### src/rtl/uart_rx_fifo.sv
// -----------------------------------------------------------------------------
// uart_rx_fifo
//
// Receive-side byte FIFO that sits behind a UART receiver. Each byte arrives
// with a one-cycle newData strobe, is stored in a circular buffer, and is
// presented to the consumer first-word-fall-through: the oldest byte is always
// on data_Out whenever empty_Out is low.
//
// Optional feature (macro UART_RX_FIFO_OVERFLOW_EN):
//   When the macro is defined, a sticky overflow flag is added. It records that
//   a byte was dropped because the FIFO was full. A separate clear input resets
//   it. If the macro is undefined, both ports and their logic are left out, and
//   bytes are still dropped when the FIFO is full.
//
// Parameters
//   DATAWIDTH_BUS  width of one received word (default 8)
//   DEPTH_LOG2     log2 of the FIFO depth (default 4 -> 16 entries)
//
// Ports
//   UART_RX_FIFO_CLOCK_50              in   system clock, rising edge
//   UART_RX_FIFO_RESET_InHigh          in   asynchronous active-high reset
//   UART_RX_FIFO_newData_In            in   one-cycle write strobe
//   UART_RX_FIFO_data_In               in   byte sampled with the strobe
//   UART_RX_FIFO_read_InHigh           in   consumer pop request
//   UART_RX_FIFO_data_Out              out  head (oldest) byte, registered
//   UART_RX_FIFO_empty_Out             out  registered, count == 0
//   UART_RX_FIFO_full_Out              out  registered, count == 2^DEPTH_LOG2
//   UART_RX_FIFO_count_Out             out  registered number of stored bytes
//   UART_RX_FIFO_overflow_Out          out  sticky drop flag (feature only)
//   UART_RX_FIFO_clearOverflow_InHigh  in   clears overflow (feature only)
//
// Handshake
//   Write side: newData_In is a strobe and has no back-pressure. The byte is
//   taken on an edge when the FIFO is not full, or when a pop is accepted on
//   that same edge. Otherwise the byte is dropped.
//   Read side: read_InHigh is a request. It is accepted on an edge only when
//   empty_Out is low. On the following cycle data_Out shows the next byte.
//   A request while empty has no effect. Because of that, a simultaneous write
//   and read on an empty FIFO results only in the write.
// -----------------------------------------------------------------------------
module uart_rx_fifo #(
  parameter int DATAWIDTH_BUS = 8,
  parameter int DEPTH_LOG2    = 4
) (
  input  logic                     UART_RX_FIFO_CLOCK_50,
  input  logic                     UART_RX_FIFO_RESET_InHigh,
  input  logic                     UART_RX_FIFO_newData_In,
  input  logic [DATAWIDTH_BUS-1:0] UART_RX_FIFO_data_In,
  input  logic                     UART_RX_FIFO_read_InHigh,
  output logic [DATAWIDTH_BUS-1:0] UART_RX_FIFO_data_Out,
  output logic                     UART_RX_FIFO_empty_Out,
  output logic                     UART_RX_FIFO_full_Out,
`ifdef UART_RX_FIFO_OVERFLOW_EN
  output logic                     UART_RX_FIFO_overflow_Out,
  input  logic                     UART_RX_FIFO_clearOverflow_InHigh,
`endif
  output logic [DEPTH_LOG2:0]      UART_RX_FIFO_count_Out
);

  localparam int DEPTH = 1 << DEPTH_LOG2;
  localparam int CNT_W = DEPTH_LOG2 + 1;
  localparam logic [CNT_W-1:0]      CNT_ONE  = CNT_W'(1);
  localparam logic [CNT_W-1:0]      CNT_FULL = CNT_W'(DEPTH);
  localparam logic [DEPTH_LOG2-1:0] PTR_ONE  = DEPTH_LOG2'(1);

  // Short local names for the fixed port names
  logic clk;
  logic rst;
  assign clk = UART_RX_FIFO_CLOCK_50;
  assign rst = UART_RX_FIFO_RESET_InHigh;

  // Storage. The array is not reset; the pointers alone define what is valid.
  logic [DATAWIDTH_BUS-1:0] mem [0:DEPTH-1];

  logic [DEPTH_LOG2-1:0]    wr_ptr;
  logic [DEPTH_LOG2-1:0]    rd_ptr;
  logic [CNT_W-1:0]         count;
  logic                     empty;
  logic                     full;
  logic [DATAWIDTH_BUS-1:0] head;

  // Edge qualifiers. They use only the registered flags, so no path exists from
  // the inputs to the flag outputs within a single cycle.
  logic pop_ok;
  logic write_ok;
  assign pop_ok   = UART_RX_FIFO_read_InHigh && !empty;
  assign write_ok = UART_RX_FIFO_newData_In && (!full || pop_ok);

  // Next-state values
  logic [DEPTH_LOG2-1:0]    wr_ptr_next;
  logic [DEPTH_LOG2-1:0]    rd_ptr_next;
  logic [CNT_W-1:0]         count_next;
  logic [DATAWIDTH_BUS-1:0] head_next;

  always_comb begin
    wr_ptr_next = wr_ptr;
    rd_ptr_next = rd_ptr;
    count_next  = count;
    if (write_ok) wr_ptr_next = wr_ptr + PTR_ONE;
    if (pop_ok)   rd_ptr_next = rd_ptr + PTR_ONE;
    if (write_ok && !pop_ok)      count_next = count + CNT_ONE;
    else if (!write_ok && pop_ok) count_next = count - CNT_ONE;
  end

  // Head prefetch for fall-through output. The word at the next read pointer
  // is correct, unless that slot is being written on this same edge. That
  // happens when writing into an empty FIFO, or when writing and popping the
  // last remaining entry together. In both cases the incoming byte becomes the
  // head directly. When the FIFO drains to empty, the value taken is stale,
  // which is acceptable because data_Out is don't-care while empty.
  always_comb begin
    head_next = mem[rd_ptr_next];
    if (write_ok && (wr_ptr == rd_ptr_next)) head_next = UART_RX_FIFO_data_In;
  end

  always_ff @(posedge clk) begin
    if (write_ok) mem[wr_ptr] <= UART_RX_FIFO_data_In;
  end

  always_ff @(posedge clk or posedge rst) begin
    if (rst) begin
      wr_ptr <= '0;
      rd_ptr <= '0;
      count  <= '0;
      empty  <= 1'b1;
      full   <= 1'b0;
      head   <= '0;
    end else begin
      wr_ptr <= wr_ptr_next;
      rd_ptr <= rd_ptr_next;
      count  <= count_next;
      empty  <= (count_next == '0);
      full   <= (count_next == CNT_FULL);
      head   <= head_next;
    end
  end

  assign UART_RX_FIFO_data_Out  = head;
  assign UART_RX_FIFO_empty_Out = empty;
  assign UART_RX_FIFO_full_Out  = full;
  assign UART_RX_FIFO_count_Out = count;

`ifdef UART_RX_FIFO_OVERFLOW_EN
  // A byte is lost when a strobe arrives while full and no pop frees a slot.
  // If a drop and a clear happen on the same edge, the drop wins so the event
  // is not lost.
  logic drop;
  logic overflow;
  assign drop = UART_RX_FIFO_newData_In && full && !pop_ok;

  always_ff @(posedge clk or posedge rst) begin
    if (rst)                                    overflow <= 1'b0;
    else if (drop)                              overflow <= 1'b1;
    else if (UART_RX_FIFO_clearOverflow_InHigh) overflow <= 1'b0;
  end

  assign UART_RX_FIFO_overflow_Out = overflow;
`endif

endmodule
### config.mk
export PLATFORM = sky130hd
export DESIGN_NAME = uart_rx_fifo
export DESIGN_NICKNAME = d
export VERILOG_FILES = /design/src/rtl/uart_rx_fifo.sv
export SDC_FILE = /design/constraint.sdc
export NUM_CORES = 1
export LEC_CHECK = 0
export CAP_MARGIN = 40
export CORE_AREA = 2 2 124 126
export DETAILED_ROUTE_END_ITERATION = 10
export DIE_AREA = 0 0 126 128
export MAX_ROUTING_LAYER = met4
export PLACE_DENSITY = 0.68
export SLEW_MARGIN = 30
export SYNTH_ARGS = -nofsm -noshare
export SYNTH_HDL_FRONTEND = slang
export SYNTH_SLANG_ARGS = --single-unit
export TNS_END_PERCENT = 100
### constraint.sdc
create_clock -name UART_RX_FIFO_CLOCK_50 -period 2.16 [get_ports UART_RX_FIFO_CLOCK_50]
set_input_delay 0.432 -clock UART_RX_FIFO_CLOCK_50 [delete_from_list [all_inputs] [get_ports UART_RX_FIFO_CLOCK_50]]
set_output_delay 0.432 -clock UART_RX_FIFO_CLOCK_50 [all_outputs]
set_load 0.01 [all_outputs]
==> results of run 1 <==
## flip-flops by register name, indices dropped and copies added (netlist names)
register	count
UART_RX_FIFO_full_Out	1
rd_ptr	4
UART_RX_FIFO_count_Out	5
mem	128
UART_RX_FIFO_empty_Out	1
UART_RX_FIFO_data_Out	8
wr_ptr	4
## what timing repair did
action,4_1_cts,5_1_grt
cloned,3,1
buffers inserted,11,13
endpoints found under the setup margin,10,26
pin swaps,20,18
hold buffers,0,0
gates resized for setup,59,56
## power by group through the flow
stage	Clock [mW]	Sequential, mW	Combinational [mW]
4_1_cts	3.17	3.95	7.06
3_5_place_dp	0	3.97	5.62
5_1_grt	3.30	4.01	8.88
6_report	3.16	3.97	8.49
3_3_place_gp	0	3.95	5.50
2_1_floorplan	0	3.96	3.42
## worst reg2reg max path, stage by stage, from the launching register on
cell and delay [ps]:
dfrtp_1 420, ha_4 200, xor2_4 180, buf_4 160
a32o_2 290, buf_12 170, a32oi_1 410, nand2_1 150
a311oi_2 300
## per-layer routing
metal	share of wire	vias to the layer above
li1	-	1969
met3	0.065	43
met1	0.40	2252
met4	0.026	0
met5	0	-
met2	0.51	218
## area by class of cell
class | instances | area (um2)
clock buffers | 17 | 425.4
clock inverters | 15 | 207.7
fillers | 1097 | 5763
inverters | 16 | 77.57
multi-input cells | 253 | 2471
flip-flops and latches | 151 | 4422
well taps | 188 | 235.2
repair buffers | 126 | 1262
## per-stage QoR
stage	worst slack, ps	cell area (um2)	setup TNS (ps)	hold slack (ps)
6_report	-215.2	9101	-1254	255.8
5_1_grt	-272.6	9101	-1748	272.6
4_1_cts	-151.6	8631	-1270	246.9
3_5_place_dp	-1044	7506	-50160	497.7
3_3_place_gp	-940.4	7495	-45080	493.3
2_1_floorplan	0.1634	6545	0	433.2
## cell usage after synthesis, types with 2 or more instances
library cell | instances | area share
nand3_1 | 2 | 0.0015
a21oi_1 | 2 | 0.0015
nand2b_1 | 3 | 0.0029
a211oi_1 | 8 | 0.0092
nor2b_1 | 2 | 0.0019
a32oi_1 | 17 | 0.023
xor2_1 | 2 | 0.0027
a221oi_1 | 6 | 0.0080
buf_2 | 8 | 0.0061
nand2_1 | 55 | 0.032
o22ai_1 | 2 | 0.0019
ha_1 | 7 | 0.013
nor2_1 | 25 | 0.014
edfxtp_1 | 128 | 0.59
buf_4 | 3 | 0.0034
a311oi_1 | 8 | 0.011
xnor2_1 | 9 | 0.012
nor3b_1 | 2 | 0.0023
mux2i_1 | 48 | 0.074
inv_1 | 14 | 0.0080
a2111oi_0 | 8 | 0.011
or3_1 | 3 | 0.0029
buf_8 | 2 | 0.0046
nand3b_1 | 3 | 0.0034
a221oi_2 | 10 | 0.023
dfrtp_1 | 22 | 0.084
nor3_1 | 4 | 0.0031
buf_6 | 6 | 0.010
clkbuf_1 | 3 | 0.0017
o21ai_0 | 12 | 0.0092
## final timing paths
check	end	slack (ps)	cells after the start	start
worst min register to register	UART_RX_FIFO_count_Out[4]$_DFF_PP0_	510	1	UART_RX_FIFO_count_Out[4]$_DFF_PP0_
worst min-delay path	UART_RX_FIFO_count_Out[4]$_DFF_PP0_	260	2	UART_RX_FIFO_RESET_InHigh
max in group asynchronous	UART_RX_FIFO_empty_Out$_DFF_PP1_	1430	3	UART_RX_FIFO_RESET_InHigh
worst max register to register	UART_RX_FIFO_data_Out[5]$_DFF_PP0_	-220	8	rd_ptr[0]$_DFF_PP0_
min in group UART_RX_FIFO_CLOCK_50	UART_RX_FIFO_count_Out[4]$_DFF_PP0_	510	1	UART_RX_FIFO_count_Out[4]$_DFF_PP0_
worst max-delay path	UART_RX_FIFO_data_Out[5]$_DFF_PP0_	-220	8	rd_ptr[0]$_DFF_PP0_
## cells by family after synthesis
kind of cell / count (synthesis) / share of synthesized area
buffers and inverters: 39 / 0.03675
multiplexers: 48 / 0.07351
adder cells (fa/ha/maj): 7 / 0.01340
flip-flops: 151 / 0.6763
AND/OR/NAND/NOR: 104 / 0.07025
AO/OA/AOI/OAI: 80 / 0.1083
XOR/XNOR: 13 / 0.02144
==> impl_metrics.ini, run 1 <==
[outcome]
outcome = complete, but fails checks
violations = negative setup slack

[detailed_routing]
first_pass_iters = 5
routedWlPerCell_um = 23.35
drc = 0
routed_via_density = 5.851
drt-total-wl_mm = 17.88
antenna_left = 0
vias = 4482
drt-initial-drc-count = 396

[clocking]
cts_tree = done
h-tree-depth = 4
clock_latency_ps = 430
clockBufferDepth = 2
cts-root-buf = clkbuf_16
path_clk_slew_ps = 60
clock-sinks = 151
cts_buffers = 17

[timing]
hold_violations = 0
clock_skew_ps = 8.787
slew_headroom = 0.4707
layout_setup_ws_ps = -215.2
min_period_over_period = 1.100
rsz0062_at_grt = yes
period_minus_slack_ps = 2375
setup_viol = 8
slew_violations = 0
worst_slew_pin_slew_ps = 794.0
clock.fmax_ghz = 0.4210

[floorplanning]
row_count = 45
die_w_um = 126
core_area_um2 = 14860
die_area_um2 = 16130
die-height_um = 128
start_util = 0.4397
io_pins = 27

[pwr]
sw_frac_of_total = 0.3776
p_leak_nw = 3.309
power.total_mw = 15.62
combPwrFrac = 0.543
clockPowerShare = 0.202
peakVddDrop_mv = 0.7679
power.switching_mw = 5.898
power.density_nw_per_um2 = 1716
p_int_mw = 9.721
seqPwrFrac = 0.254

[placement]
dp_hpwl_mm = 10.47
globalplace.congestion = 0.8826
io_buffers = 26
dpl.cell_count = 708

[critical_path]
crit_chain = ha_4, xor2_4, buf_4, a32o_2, buf_12, a32oi_1, nand2_1, a311oi_2
worstSetupPathType = flop to flop
cp_max_fo = 8
worstPathRequired_ps = 2490
end_kind = flop
startpoint_type = flop
cp_top_family = compound AO/OA/AOI/OAI gates
slowest_stage = dfrtp_1
worstPathArrival_ps = 2710
crit_buf_inv = 2
crit_path_max_incr_delay_ps = 420

[logic_synthesis]
synth.yosys.warnings = 0
synth_nets = 461
avgSynthCellArea_um2 = 14.79
synth_edf_count = 128
synth_cell_types = 48
ys_seq_area_frac = 0.6763
ys_ff_latch = 151
syn_area_um2 = 6536
ys_async_sr_fraction = 0.1523
synth_ff_type = edfxtp_1
syn_inst = 442

[cells_and_area]
utilization = 0.6123
syn_to_final_growth_pct = 39.24
fin_cells = 766
drive_gt1_frac = 0.3581
antennaDiodeCount = 0
final_common_cell = edfxtp_1
final_cell_mix = 128 x edfxtp_1, 75 x buf_4, 54 x nand2_1
finalNetCount = 584

[global_routing]
grt_max_degree = 19
track_usage = 0.2238
use_met3 = 0.04424
antenna_found_initial = 0
grt_pass1_wl_mm = 25.63
gr-max-usage-layer = met2
grt_pass1_vias = 4408
grt_overflow = 0
grt_use_met2 = 0.3700
grtUsageMet1 = 0.2731

[worst_hold_path]
hp-class = input port to async pin

[flow_run]
cap_viol_max_count = 0
No activity file was read; power rests on OpenSTA's default activity.
==> run 2, diff against run 1 <==
--- a/config.mk
+++ b/config.mk
@@ -9,6 +9,7 @@
 export CORE_AREA = 2 2 124 126
 export DETAILED_ROUTE_END_ITERATION = 10
 export DIE_AREA = 0 0 126 128
+export GPL_TIMING_DRIVEN = 0
 export MAX_ROUTING_LAYER = met4
 export PLACE_DENSITY = 0.68
 export SLEW_MARGIN = 30
==> run 2 against run 1 <==
The flow still finishes with violations (negative setup slack). Clock power decreased by 9.5%. Critical endpoint is now UART_RX_FIFO_data_Out[6]$_DFF_PP0_. Critical path depth is the same. Critical path type unchanged. Final area down 1.0%. Maximum frequency is 1.2% higher.
==> impl_metrics.ini, run 2 (synthesis gave the netlist of run 1 again) <==
[cells_and_area]
drive_gt1_frac = 0.3789
multi_input_area_um2 = 2735
final_common_cell = edfxtp_1
final_cell_mix = 128 x edfxtp_1, 52 x nand2_1, 32 x buf_4
final_area_um2 = 9010
finalNetCount = 547
nFillCells = 1077
syn_to_final_growth_pct = 37.84
utilization = 0.6061
largest-register = mem
antennaDiodeCount = 0
regArea_um2 = 4424
largest_reg_flops = 128

[timing]
slew_violations = 0
hold_violations = 0
clock_skew_ps = 8.195
worst_slew_pin_slew_ps = 875.6
layout_setup_ws_ps = -187.8
slew_headroom = 0.4144
period_minus_slack_ps = 2348
rsz0062_at_grt = yes
clock.fmax_ghz = 0.4259
min_period_over_period = 1.087
setup_viol = 8

[detailed_routing]
antenna_left = 0
drt-total-wl_mm = 16.54
routed_via_density = 5.708
first_pass_iters = 4
drt-initial-drc-count = 283
vias = 4161
drc = 0
routedWlPerCell_um = 22.69

[critical_path]
r2r_cells = 8
worstSetupPathType = flop to flop
worstPathRequired_ps = 2470
end_kind = flop
cp_max_fo = 10
r2r-start = rd_ptr[0]$_DFF_PP0_
r2r_slack_ps = -190
worstPathArrival_ps = 2660
r2r_end = UART_RX_FIFO_data_Out[6]$_DFF_PP0_
startpoint_type = flop

[outcome]
outcome = complete, but fails checks
violations = negative setup slack

[clocking]
path_clk_slew_ps = 60
cts_buffers = 17
cts-root-buf = clkbuf_16
clock-sinks = 151
h-tree-depth = 4
clock_latency_ps = 420
cts_tree = done
clockBufferDepth = 2

[floorplanning]
row_count = 45
core_area_um2 = 14860
die-height_um = 128
die_w_um = 126
die_area_um2 = 16130
io_pins = 27
start_util = 0.4397

[global_routing]
grt_max_degree = 18
track_usage = 0.2122
antenna_found_initial = 0
grt_pass1_wl_mm = 24.29
grt_pass1_vias = 4235
grt_overflow = 0

[worst_hold_path]
hp-class = input port to async pin

[flow_run]
cap_viol_max_count = 0

[placement]
dp_hpwl_mm = 10.13
io_buffers = 26
placed_area_um2 = 7076
globalplace.congestion = 0.8855

[pwr]
power.density_nw_per_um2 = 1684
peakVddDrop_mv = 0.6310
p_leak_nw = 3.078
run 2: cell types whose count changed in the layout (fill, tap and decap cells not counted), sizes merged:
cell | before | now
buf | 97 | 59
bufbuf | 1 | 0
bufinv | 5 | 2
clkbuf | 19 | 22
clkdlybuf4s50 | 25 | 24
clkinvlp | 4 | 6
dlygate4sd2 | 0 | 2
dlymetal6s2s | 1 | 0
inv | 14 | 15
o32ai | 2 | 1
run 2: metal layers:
layer | GRT usage | vias up | wire length [um] | part of all wire
met5 | - | - | 0 | 0
met4 | 0.08662 | 0 | 447 | 0.027
met3 | 0.04883 | 34 | 718 | 0.043
met2 | 0.3387 | 117 | 8324 | 0.50
met1 | 0.2642 | 2118 | 7048 | 0.43
li1 | - | 1892 | - | -
run 2: layout make-up:
| class | count | share of cell area |
|---|---|---|
| clock inverter | 15 | 0.01722 |
| timing repair buffer | 69 | 0.07652 |
| tap | 188 | 0.02611 |
| clock buffer | 17 | 0.04722 |
| inverter | 16 | 0.008193 |
| buffer | 21 | 0.03013 |
| sequential | 151 | 0.4910 |
| multi-input combinational | 252 | 0.3036 |
run 2: power by group:
part           total [mW]  switching [mW]  internal [mW]
registers            3.96           0.294           3.66
clock network        2.86            1.16           1.70
logic                8.35            4.58           3.77
total                15.2            6.04           9.13
run 2: worst max-delay path: stages, from the launching register on:
cell and delay [ps]:
dfrtp_2 430, ha_4 240, nand3b_1 220, o22ai_2 130
a21o_4 260, buf_12 160, a221oi_4 340, a2111oi_4 120
a311oi_2 320
run 2: how the worst max path moves through the flow:
stage,slack [ps],to,start
after floorplan,0.2,UART_RX_FIFO_data_Out[5]$_DFF_PP0_,rd_ptr[0]$_DFF_PP0_
after global placement,-970,mem[1][2]$_DFFE_PP_,UART_RX_FIFO_read_InHigh
after detailed placement,-990,UART_RX_FIFO_data_Out[4]$_DFF_PP0_,UART_RX_FIFO_read_InHigh
after CTS,-160,UART_RX_FIFO_data_Out[0]$_DFF_PP0_,UART_RX_FIFO_empty_Out$_DFF_PP1_
after global routing,-260,UART_RX_FIFO_data_Out[4]$_DFF_PP0_,UART_RX_FIFO_empty_Out$_DFF_PP1_
final,-190,UART_RX_FIFO_data_Out[6]$_DFF_PP0_,rd_ptr[0]$_DFF_PP0_
run 2: what timing repair did:
| item | CTS | global route |
|---|---|---|
| hold buffers | 0 | 0 |
| pin swaps | 26 | 22 |
| setup endpoints to repair | 138 | 50 |
| buffers inserted | 24 | 15 |
| gates resized for setup | 133 | 53 |
| gates cloned | 2 | 0 |
run 2: through the flow:
| stage | hold slack, ps | setup TNS (ps) | total power [mW] | instances | setup slack, ps |
|---|---|---|---|---|---|
| detailed placement | 501.3 | -105250 | 9.068 | 657 | -986.1 |
| global placement | 487.7 | -101960 | 8.910 | 656 | -974.0 |
| CTS | 315.6 | -1164 | 13.97 | 713 | -158.5 |
| finish | 311.8 | -1334 | 15.17 | 729 | -187.8 |
| floorplan | 433.2 | 0 | 7.377 | 442 | 0.1634 |
| global route | 356.1 | -2553 | 15.80 | 729 | -263.6 |
==> run 3, diff against run 2 <==
--- a/config.mk
+++ b/config.mk
@@ -11,7 +11,7 @@
 export DIE_AREA = 0 0 126 128
 export GPL_TIMING_DRIVEN = 0
 export MAX_ROUTING_LAYER = met4
-export PLACE_DENSITY = 0.68
+export PLACE_DENSITY = 0.65
 export SLEW_MARGIN = 30
 export SYNTH_ARGS = -nofsm -noshare
 export SYNTH_HDL_FRONTEND = slang
==> constraint.sdc (replaced) <==
create_clock -name UART_RX_FIFO_CLOCK_50 -period 2.95 [get_ports UART_RX_FIFO_CLOCK_50]
set_input_delay 0.59 -clock UART_RX_FIFO_CLOCK_50 [delete_from_list [all_inputs] [get_ports UART_RX_FIFO_CLOCK_50]]
set_output_delay 0.59 -clock UART_RX_FIFO_CLOCK_50 [all_outputs]
set_load 0.01 [all_outputs]
==> run 3 against run 2 <==
The flow now finishes without violations. Clock skew decreased by 0.83 ps. Cell count decreased by 5.8%. Flip-flop and latch count unchanged. Sequential share of layout area increased by 8.8 points. Routed wire length decreased by 9.9%. Final area decreased by 15%. Core utilization decreased by 9.3 points. Power decreased by 43%. Clock power decreased by 34%. Die area unchanged. Clock-buffer cell count increased by 5.
==> impl_metrics.ini, run 3 (synthesis gave the netlist of run 1 again) <==
[floorplanning]
die_area_um2 = 16130
start_util = 0.4397
row_count = 45
io_pins = 27
die_w_um = 126
die-height_um = 128
core_area_um2 = 14860

[placement]
io_buffers = 26
globalplace.congestion = 0.9402
dp_hpwl_mm = 10.00

[pwr]
power.switching_mw = 3.318
combPwrFrac = 0.448
sw_frac_of_total = 0.3861
p_leak_nw = 2.708
peakVddDrop_mv = 0.5124
clockPowerShare = 0.220
power.density_nw_per_um2 = 1126
p_int_mw = 5.275
seqPwrFrac = 0.332

[critical_path]
cp_top_family = compound AO/OA/AOI/OAI gates
worstSetupPathType = input port to flop
r2r-start = rd_ptr[0]$_DFF_PP0_
critical_path_cell_count = 8
startpoint_type = input port
r2r_cells = 8
cp_max_fo = 10
worstPathArrival_ps = 3170
crit_chain = clkdlybuf4s50_1, nor2b_1, buf_6, o31ai_2, buf_2, a32oi_1, a2111oi_0, a311oi_1
end_kind = flop
crit_buf_inv = 3
crit_path_max_incr_delay_ps = 600
r2r_end = UART_RX_FIFO_data_Out[5]$_DFF_PP0_
r2r_slack_ps = 150
worstPathRequired_ps = 3220
slowest_stage = o31ai_2

[timing]
slew_headroom = 0.4364
rsz0062_at_grt = yes
min_period_over_period = 0.9829
hold_violations = 0
clock.fmax_ghz = 0.3449
worst_slew_pin_slew_ps = 842.8
clock_skew_ps = 7.367
setup_viol = 0
holdWs_ps = 454.1
slew_violations = 0
period_minus_slack_ps = 2900
setup_tns_ps = 0

[outcome]
outcome = finished, final reports clean

[clocking]
path_clk_slew_ps = 60
clock-sinks = 151
h-tree-depth = 4
clock_latency_ps = 420
cts_tree = done
clockBufferDepth = 2
cts-root-buf = clkbuf_16
cts_buffers = 17

[cells_and_area]
final_cell_mix = 128 x edfxtp_1, 55 x nand2_1, 48 x mux2i_1
largest_reg_flops = 128
utilization = 0.5135
final_common_cell = edfxtp_1
antennaDiodeCount = 0
finalNetCount = 508
largest-register = mem
drive_gt1_frac = 0.1463
nFillCells = 1247
syn_to_final_growth_pct = 16.77

[global_routing]
antenna_found_initial = 0
grt_pass1_vias = 3997
grt_pass1_wl_mm = 22.58
grt_max_degree = 18
track_usage = 0.1979
grt_overflow = 0

[detailed_routing]
drc = 0
routedWlPerCell_um = 21.69
vias = 3951
drt-initial-drc-count = 318
drt-total-wl_mm = 14.90
antenna_left = 0
routed_via_density = 5.751
first_pass_iters = 5

[flow_run]
cap_viol_max_count = 0

[worst_hold_path]
hp-class = input port to async pin
-- run 3: cell count changes in the layout (fill, tap and decap cells not counted), sizes merged --
| cell | change |
|---|---|
| buf | -37 |
| clkinvlp | -6 |
| clkbuf | +3 |
| clkdlybuf4s50 | +2 |
| dlygate4sd2 | -2 |
| bufinv | -1 |
| inv | -1 |
-- run 3: stage by stage --
step	std cells	area [um2]	setup WS, ps	power, mW
6_report	687	7632	50.41	8.593
5_1_grt	687	7632	-52.32	8.994
4_1_cts	686	7569	9.176	8.496
3_5_place_dp	657	7067	-425.5	6.591
3_3_place_gp	656	7032	-414.6	6.484
2_1_floorplan	442	6536	697.9	5.382
-- run 3: metal layers --
metal  vias to the layer above  track usage  wire length, um
li1                       1804            -                -
met1                      1948       0.2554             6498
met2                       162       0.3046             6986
met3                        37      0.04257              989
met4                         0      0.08727              427
met5                         -            -                0
-- run 3: worst reg2reg max path: cells and delay by family, from the launching register on --
family | cells | cell delay (ps)
xor+xnor | 1 | 190
compound gates | 4 | 980
buf+inv | 1 | 390
flops | 1 | 460
fa+ha+maj | 1 | 290
simple gates | 1 | 350
-- run 3: worst max path at each step --
stage	to	startpoint	slack [ps]
after floorplan	mem[3][0]$_DFFE_PP_	UART_RX_FIFO_read_InHigh	700
after global placement	mem[1][7]$_DFFE_PP_	UART_RX_FIFO_read_InHigh	-410
after detailed placement	UART_RX_FIFO_data_Out[7]$_DFF_PP0_	UART_RX_FIFO_read_InHigh	-430
after CTS	UART_RX_FIFO_data_Out[7]$_DFF_PP0_	UART_RX_FIFO_read_InHigh	9
after global routing	UART_RX_FIFO_data_Out[6]$_DFF_PP0_	UART_RX_FIFO_read_InHigh	-50
final	UART_RX_FIFO_data_Out[5]$_DFF_PP0_	UART_RX_FIFO_read_InHigh	50
-- run 3: power by group through the flow --
stage,Clock [mW],Sequential (mW),Combinational (mW)
detailed placement,0,2.90,3.69
global route,2.01,2.89,4.10
finish,1.89,2.85,3.85
floorplan,0,2.90,2.48
CTS,1.93,2.85,3.71
global placement,0,2.88,3.61
-- run 3: area by class of cell --
type | count | area (um2) | area share
clock buffer | 22 | 444.2 | 0.05820
timing repair buffer | 28 | 282.8 | 0.03705
tap | 188 | 235.2 | 0.03082
multi-input combinational | 252 | 1952 | 0.2557
inverter | 16 | 65.06 | 0.008525
sequential | 151 | 4420 | 0.5792
buffer | 23 | 175.2 | 0.02295
clock inverter | 7 | 57.56 | 0.007541
-- run 3: repair_timing --
item / 4_1_cts / 5_1_grt
gates resized for setup: 0 / 12
setup buffers: 0 / 0
hold buffers: 0 / 0
endpoints found under the setup margin: 0 / 4
